## src/rtl/freq_gate_pkg.sv

```systemverilog
// Shared types and constants for the frequency-meter gate sequencer.
package freq_gate_pkg;

  typedef enum logic [2:0] {
    ST_IDLE,
    ST_CLEAR,
    ST_GATE,
    ST_SETTLE,
    ST_LATCH
  } state_t;

  localparam int unsigned DIGIT_W    = 4;
  localparam logic [3:0]  BCD_NINE   = 4'h9;
  localparam int unsigned MAX_DIGITS = 16;

  // All-9 BCD pattern for the low n_digits nibbles; callers truncate to their width.
  function automatic logic [DIGIT_W*MAX_DIGITS-1:0] all_nines(input int unsigned n_digits);
    logic [DIGIT_W*MAX_DIGITS-1:0] v;
    v = '0;
    for (int unsigned i = 0; i < MAX_DIGITS; i++) begin
      if (i < n_digits) v[i*DIGIT_W +: DIGIT_W] = BCD_NINE;
    end
    return v;
  endfunction

endpackage

```

## src/rtl/freq_gate_ctrl_timer.sv

```systemverilog
// Loadable down-counter; done flags the final cycle of a timed state.
module gate_timer #(
  parameter int unsigned W = 4
) (
  input  logic         clk,
  input  logic         rst,
  input  logic         load,
  input  logic         en,
  input  logic [W-1:0] load_val,
  output logic         done
);

  logic [W-1:0] count;

  always_ff @(posedge clk or posedge rst) begin
    if (rst) begin
      count <= '0;
    end else if (load) begin
      count <= load_val;
    end else if (en && (count != '0)) begin
      count <= count - W'(1);
    end
  end

  assign done = (count == W'(1));

endmodule

```

## src/rtl/freq_gate_ctrl.sv

```systemverilog
// Gate sequencer: clear cascade, open count gate, settle, latch BCD result.
// Optional macro FREQ_GATE_OVF_SAT_EN saturates the result to all-9 on overflow.
module freq_gate_ctrl
  import freq_gate_pkg::*;
#(
  parameter int unsigned N_DIGITS    = 4,
  parameter int unsigned GATE_CYCLES = 1000,
  parameter int unsigned CLR_CYCLES  = 2
) (
  input  logic                        clk,
  input  logic                        rst,
  input  logic                        start,
  input  logic                        cont,
  input  logic                        abort,
  input  logic [DIGIT_W*N_DIGITS-1:0] cnt_digits,
  input  logic                        cnt_carry_top,
  output logic                        cnt_clr,
  output logic                        cnt_en,
  output logic [DIGIT_W*N_DIGITS-1:0] result,
  output logic                        result_valid,
  output logic                        busy,
  output logic                        ovf
);

  localparam int unsigned RW   = DIGIT_W * N_DIGITS;
  localparam int unsigned TMAX = (GATE_CYCLES > CLR_CYCLES) ? GATE_CYCLES : CLR_CYCLES;
  localparam int unsigned TW   = $clog2(TMAX + 1);

  state_t          state, next_state;
  logic            ovf_acc;
  logic            timer_load, timer_en, timer_done;
  logic [TW-1:0]   timer_val;
  logic            clr_d, en_d, busy_d, latch;
  logic [RW-1:0]   latch_val;

  gate_timer #(.W(TW)) u_timer (
    .clk      (clk),
    .rst      (rst),
    .load     (timer_load),
    .en       (timer_en),
    .load_val (timer_val),
    .done     (timer_done)
  );

  always_ff @(posedge clk or posedge rst) begin
    if (rst) begin
      state   <= ST_IDLE;
      ovf_acc <= 1'b0;
    end else begin
      state <= next_state;
      if (state == ST_CLEAR) begin
        ovf_acc <= 1'b0;
      end else if ((state == ST_GATE) && cnt_carry_top) begin
        ovf_acc <= 1'b1;
      end
    end
  end

  always_comb begin
    next_state = state;
    case (state)
      ST_IDLE:   if (start) next_state = ST_CLEAR;
      ST_CLEAR:  if (timer_done) next_state = ST_GATE;
      ST_GATE:   if (timer_done) next_state = ST_SETTLE;
      ST_SETTLE: next_state = ST_LATCH;
      ST_LATCH:  next_state = cont ? ST_CLEAR : ST_IDLE;
      default:   next_state = ST_IDLE;
    endcase
    if (abort) next_state = ST_IDLE;
  end

  // Timer reloads only on entry, so it is never decremented past 1 inside a timed state.
  always_comb begin
    timer_load = ((next_state == ST_CLEAR) || (next_state == ST_GATE)) && (next_state != state);
    timer_val  = (next_state == ST_GATE) ? TW'(GATE_CYCLES) : TW'(CLR_CYCLES);
    timer_en   = !timer_load && ((state == ST_CLEAR) || (state == ST_GATE));
  end

  always_comb begin
    clr_d  = (next_state == ST_CLEAR);
    en_d   = (next_state == ST_GATE);
    busy_d = (next_state != ST_IDLE);
    latch  = (state == ST_LATCH) && !abort;
`ifdef FREQ_GATE_OVF_SAT_EN
    latch_val = ovf_acc ? RW'(all_nines(N_DIGITS)) : cnt_digits;
`else
    latch_val = cnt_digits;
`endif
  end

  always_ff @(posedge clk or posedge rst) begin
    if (rst) begin
      cnt_clr      <= 1'b0;
      cnt_en       <= 1'b0;
      busy         <= 1'b0;
      result_valid <= 1'b0;
      result       <= '0;
      ovf          <= 1'b0;
    end else begin
      cnt_clr      <= clr_d;
      cnt_en       <= en_d;
      busy         <= busy_d;
      result_valid <= latch;
      if (latch) begin
        result <= latch_val;
        ovf    <= ovf_acc;
      end
    end
  end

endmodule

```

## config.mk

```make
export PLATFORM = sky130hd
export DESIGN_NAME = freq_gate_ctrl
export DESIGN_NICKNAME = d
export VERILOG_FILES = /design/src/rtl/freq_gate_pkg.sv /design/src/rtl/freq_gate_ctrl_timer.sv /design/src/rtl/freq_gate_ctrl.sv
export SDC_FILE = /design/constraint.sdc
export NUM_CORES = 1
export LEC_CHECK = 0
export CAP_MARGIN = 20
export CORE_AREA = 2 2 74 76
export DETAILED_ROUTE_END_ITERATION = 16
export DIE_AREA = 0 0 76 78
export PLACE_DENSITY_LB_ADDON = 0.1
export REMOVE_ABC_BUFFERS = 1
export SYNTH_ARGS = -nofsm -noshare
export SYNTH_HDL_FRONTEND = slang
export SYNTH_HIERARCHICAL = 1
export SYNTH_SLANG_ARGS = --single-unit
```

## constraint.sdc

```tcl
create_clock -name clk -period 2.7 [get_ports clk]
set_input_delay 0.675 -clock clk [delete_from_list [all_inputs] [get_ports clk]]
set_output_delay 0.675 -clock clk [all_outputs]
set_load 0.01 [all_outputs]
```

==> flow_summary.yaml, run 1 <==
run_status:
  status: "completed"
synth:
  synth_area_mm2: 0.00176
  yosysTopAreaCellShare_pct: 49.9
  yosys.area.top_type: "dfrtp_1"
  synth_most_common_cell: "dfrtp_1"
  synthFlopType: "dfrtp_1"
  seq_area_frac_synth_pct: 49.9
  synth_area_leaders: "dfrtp_1 (50%), mux2_4 (7.7%), mux2_2 (5.1%)"
  synthDistinctLibCells: 45
  synth_edf_count: 0
  ys_async_sr_fraction_pct: 100
  synth_top_cells_by_count: "dfrtp_1 (35), nand2_1 (10), mux2_4 (9)"
  ys_seq_elements: 35
  syn_inst: 151
  ys_warn_count: 6
  synth.avg_cell_area_um2: 11.6
place:
  io_buffers: 42
  post-dp-hpwl_um: 2560
  pre_cts_slack_ns: -0.164
  dp.cells: 268
  routabilityCongestion: 0.766
  placed_area_mm2: 0.00233
critical_path:
  cp_data_arrival_time_ns: 2.74
  required_ns: 2.86
  cp_max_fo: 4
  criticalPathCategory: "in -> reg"
  critPathCaptureType: "register"
  critPathLaunchType: "input port"
routing:
  post_drt_wl_per_cell_um: 13.1
  viasPerCell: 4.83
  routed_wl_um: 3590
  ant_nets: 0
  drt_iter0_markers: 60
  drc_errors: 0
  firstDrtPassIters: 4
  vias: 1328
sta:
  setup_ws_ns: 0.121
  drv_slew: 0
  min_period_over_period_pct: 95.5
  whs_ns: 0.504
  setup_tns_ns: 0
  timing_hold_violations_final: 0
  fin_worst_skew_ns: 0.00180
  setup_viol: 0
  fin_crit_ns: 2.58
  fmax_mhz: 388
  rsz0062_at_grt: "no"
hold_path:
  hold_path.class: "reg -> reg"
grt:
  gr-total-overflow: 0
  grt_max_degree: 26
  groute.usage.overall_pct: 13.1
  antenna_found_initial: 0
  grt_pass1_wl_um: 6350
  grt_pass1_vias: 1363
finish:
  fin_cells: 275
  drive_gt1_share_pct: 19.0
  finalNetCount: 229
  utilization_pct: 47.9
  diodes: 0
  final_cell_area_mm2: 0.00242
  syn_to_final_growth_pct: 37.7
clock_tree:
  clock_latency_ns: 0.28
  clk_pin_slew_ns: 0.07
  cts_buffers: 5
  post_cts_resize_count: 0
  cts-root-buf: "clkbuf_8"
  cts.sinks: 35
  cts_setup_buffers: 0
  cts_max_level: 2
  clockBufferDepth: 2
  cts_hold_buf: 0
  cts_tree: "done"
pwr:
  finalPower_mw: 1.59
  power-per-cell-area_mw_per_mm2: 657
  total_leakage_power_nw: 1.06
  vdd_drop_max_mv: 0.314
job:
  cap_violations: 0
floorplan:
  core_area_mm2: 0.00504
  dieArea_mm2: 0.00593
  row_count: 26
  initial_utilization_pct: 34.8
  boundaryPins: 43
  die_h_um: 78
  die_x_um: 76
==> final timing paths <==
kind                             startpoint                to  slack, ns  cells past startpoint
hold reg to reg                  result[12]        result[12]       0.50                      1
setup reg to reg           u_timer/count[0]  u_timer/count[9]       0.16                      9
min in group asynchronous               rst  u_timer/count[3]       0.72                      2
setup / recovery                      abort  u_timer/count[9]       0.12                      7
max in group asynchronous               rst           ovf_acc       1.68                      3
hold / removal                   result[12]        result[12]       0.50                      1
==> cells by family after synthesis <==
group	Yosys count	share of synthesized area, %
adder cells (fa/ha/maj)	2	1.43
multiplexers	19	14.0
AND/OR/NAND/NOR	43	16.5
XOR/XNOR	2	0.998
AO/OA/AOI/OAI	34	12.7
other	1	0.214
flip-flops	35	49.9
buffers and inverters	15	4.35
==> area by class of cell <==
class | instances | area, um^2
clock buffers | 6 | 82.6
well taps | 70 | 87.6
repair buffers | 52 | 520
clock inverters | 1 | 5.00
inverters | 8 | 30.0
multi-input cells | 103 | 816
fillers | 464 | 2630
flip-flops and latches | 35 | 876
==> critical path: stages <==
cell and delay [ns]:
clkdlybuf4s50_1 0.48, o21ai_0 0.09, a21oi_1 0.30, or4b_4 0.55
nor4b_4 0.30, nor3b_1 0.08, a221o_1 0.26
==> cells in the final DEF, fill, tap and decap left out, types with 2 or more instances in the layout <==
cell type / n
clkdlybuf4s50_1: 42
dfrtp_1: 35
nand2_1: 10
mux2_4: 9
nor2_1: 8
a21oi_1: 8
inv_1: 8
mux2_2: 8
buf_4: 8
o21ai_1: 7
clkbuf_8: 6
a21o_1: 3
a31oi_1: 3
o21ai_0: 3
conb_1: 3
nor4b_4: 2
nand2b_1: 2
mux2i_1: 2
and2_1: 2
o22a_1: 2
nor3_1: 2
nor2b_1: 2
buf_12: 2
nor3b_1: 2
nand3_1: 2
xnor2_1: 2
ha_1: 2
==> state kept, by name, summed over array words and instances (netlist names) <==
| name | cells |
|---|---|
| busy | 1 |
| cnt_clr | 1 |
| cnt_en | 1 |
| ovf | 1 |
| ovf_acc | 1 |
| result | 16 |
| result_valid | 1 |
| state | 3 |
| u_timer/count | 10 |
==> metal layers <==
metal  wire, um  global-route usage [%]
met5          0                       0
met2       1710                    22.1
met3        215                    4.42
met4         31                    4.36
met1       1640                    15.9
==> report_power, final <==
part           total [mW]  switching, mW  internal [mW]
Combinational       0.516          0.238          0.277
Sequential          0.697         0.0888          0.608
Clock               0.375          0.175          0.200
Note: power is estimated with default switching activity, not from simulation.
==> inputs of run 2 (changes only) <==
- CORE_AREA: 2 2 74 76 -> 3 3 79 74
- DIE_AREA: 0 0 76 78 -> 0 0 82 77
- SETUP_SLACK_MARGIN: unset -> 0.3
==> flow_summary.yaml, run 2 (synthesized netlist as in run 1, its figures left out) <==
routing:
  vias: 1337
  firstDrtPassIters: 4
  post_drt_wl_per_cell_um: 13.9
  routed_wl_um: 3850
  viasPerCell: 4.81
  ant_nets: 0
  drc_errors: 0
  drt_iter0_markers: 43
sta:
  rsz0062_at_grt: "no"
  drv_slew: 0
  setup_viol: 0
  min_period_over_period_pct: 85.0
  setup_tns_ns: 0
  timing_hold_violations_final: 0
  fmax_mhz: 436
  whs_ns: 0.507
  fin_crit_ns: 2.30
  fin_worst_skew_ns: 0.00543
pwr:
  combinationalPowerShare_pct: 33.2
  p_int_mw: 1.23
  vdd_drop_max_mv: 0.418
  p_clk_share_pct: 27.5
  power-per-cell-area_mw_per_mm2: 710
  swShare_pct: 30.6
  power.sequential.fraction_pct: 39.2
  switchingPower_uw: 544
  total_leakage_power_nw: 1.09
  finalPower_mw: 1.78
floorplan:
  initial_utilization_pct: 34.2
  die_x_um: 82
  die_h_um: 77
  boundaryPins: 43
  core_area_mm2: 0.00513
  dieArea_mm2: 0.00631
  row_count: 25
finish:
  final_common_cell: "clkdlybuf4s50_1"
  fillers: 467
  multiInputGateArea_um2: 833
  final_cell_mix: "clkdlybuf4s50_1 (41), dfrtp_1 (32), buf_4 (13)"
  finalNetCount: 234
  regMostFlops: "result"
  drive_gt1_share_pct: 26.1
  fin_cells: 278
  syn_to_final_growth_pct: 42.5
  regArea_um2: 880
  largest_reg_flops: 16
  reg_top3: "result (16), u_timer/count (10), state (3)"
  diodes: 0
grt:
  grt_pass1_vias: 1380
  antenna_found_initial: 0
  gr-total-overflow: 0
  grt_pass1_wl_um: 6430
  groute.usage.overall_pct: 12.9
  grt_max_degree: 26
place:
  routabilityCongestion: 0.732
  dp.cells: 264
  post-dp-hpwl_um: 2710
  io_buffers: 42
critical_path:
  cp_data_arrival_time_ns: 2.47
  critPathLaunchType: "register"
  critPathCaptureType: "register"
  criticalPathCategory: "reg -> reg"
  cp_max_fo: 3
  required_ns: 2.87
clock_tree:
  cts.sinks: 35
  clk_pin_slew_ns: 0.07
  cts_tree: "done"
  cts_max_level: 2
  cts_buffers: 5
  cts_hold_buf: 0
  clock_latency_ns: 0.28
  clockBufferDepth: 2
  cts-root-buf: "clkbuf_8"
hold_path:
  hold_path.class: "reg -> reg"
run_status:
  status: "completed"
job:
  cap_violations: 0
## run 2: changes by cell type in the layout (fill, tap and decap cells not counted), moves of 2 or more
cell,delta
buf_4,+5
dfrtp_1,-3
dfrtp_2,+3
inv_1,-2
inv_2,+2
## run 2: metal layers
| layer | routed length [um] | vias up | track usage [%] | share of wire [%] |
|---|---|---|---|---|
| met5 | 0 | - | 0 | 0 |
| met4 | 36 | 0 | 3.49 | 0.93 |
| met3 | 278 | 4 | 3.99 | 7.2 |
| met2 | 1840 | 34 | 21.9 | 48 |
| met1 | 1700 | 644 | 15.7 | 44 |
| li1 | - | 655 | - | - |
## run 2: critical path: stages (launching register included)
cell     delay (ns)
dfrtp_1        0.37
inv_2          0.05
ha_2           0.17
and4_4         0.15
inv_2          0.06
o21ai_2        0.05
a21oi_2        0.17
or4b_4         0.52
nor4b_4        0.30
nor3b_2        0.08
a221o_1        0.27
## run 2: path summary, 6_finish.rpt
check	start	end	slack (ns)	cells after the start
max	u_timer/count[1]	u_timer/count[9]	0.40	10
min	result[2]	result[2]	0.51	1
max reg2reg	u_timer/count[1]	u_timer/count[9]	0.40	10
min reg2reg	result[2]	result[2]	0.51	1
max in group asynchronous	rst	u_timer/count[8]	1.66	2
min in group asynchronous	rst	u_timer/count[6]	0.71	2
## run 2: cell type report
cell class / count / area share [%]
flip-flops and latches: 35 / 35.2
clock inverters: 2 / 1.40
inverters: 8 / 1.20
clock buffers: 6 / 3.30
well taps: 67 / 3.35
multi-input cells: 103 / 33.3
repair buffers: 57 / 22.3
## run 2: timing repair
action,CTS,global route
pin swaps,2,4
endpoints found under the setup margin,4,4
gates resized for setup,3,9
buffers inserted,3,3
## run 2: through the flow
step                worst slack, ns  util, %  area [um^2]
finish                        0.404     48.8         2500
detailed placement           -0.145     45.2         2320
CTS                           0.339     48.0         2460
global placement             -0.105     45.2         2320
global route                  0.290     48.8         2500
floorplan                    -0.514        -         1720
## run 2: power groups by stage
stage / Combinational [mW] / Sequential, mW / Clock [mW]
global route: 0.649 / 0.712 / 0.532
global placement: 0.506 / 0.708 / 0
CTS: 0.559 / 0.692 / 0.509
finish: 0.590 / 0.696 / 0.489
floorplan: 0.305 / 0.710 / 0
detailed placement: 0.515 / 0.712 / 0
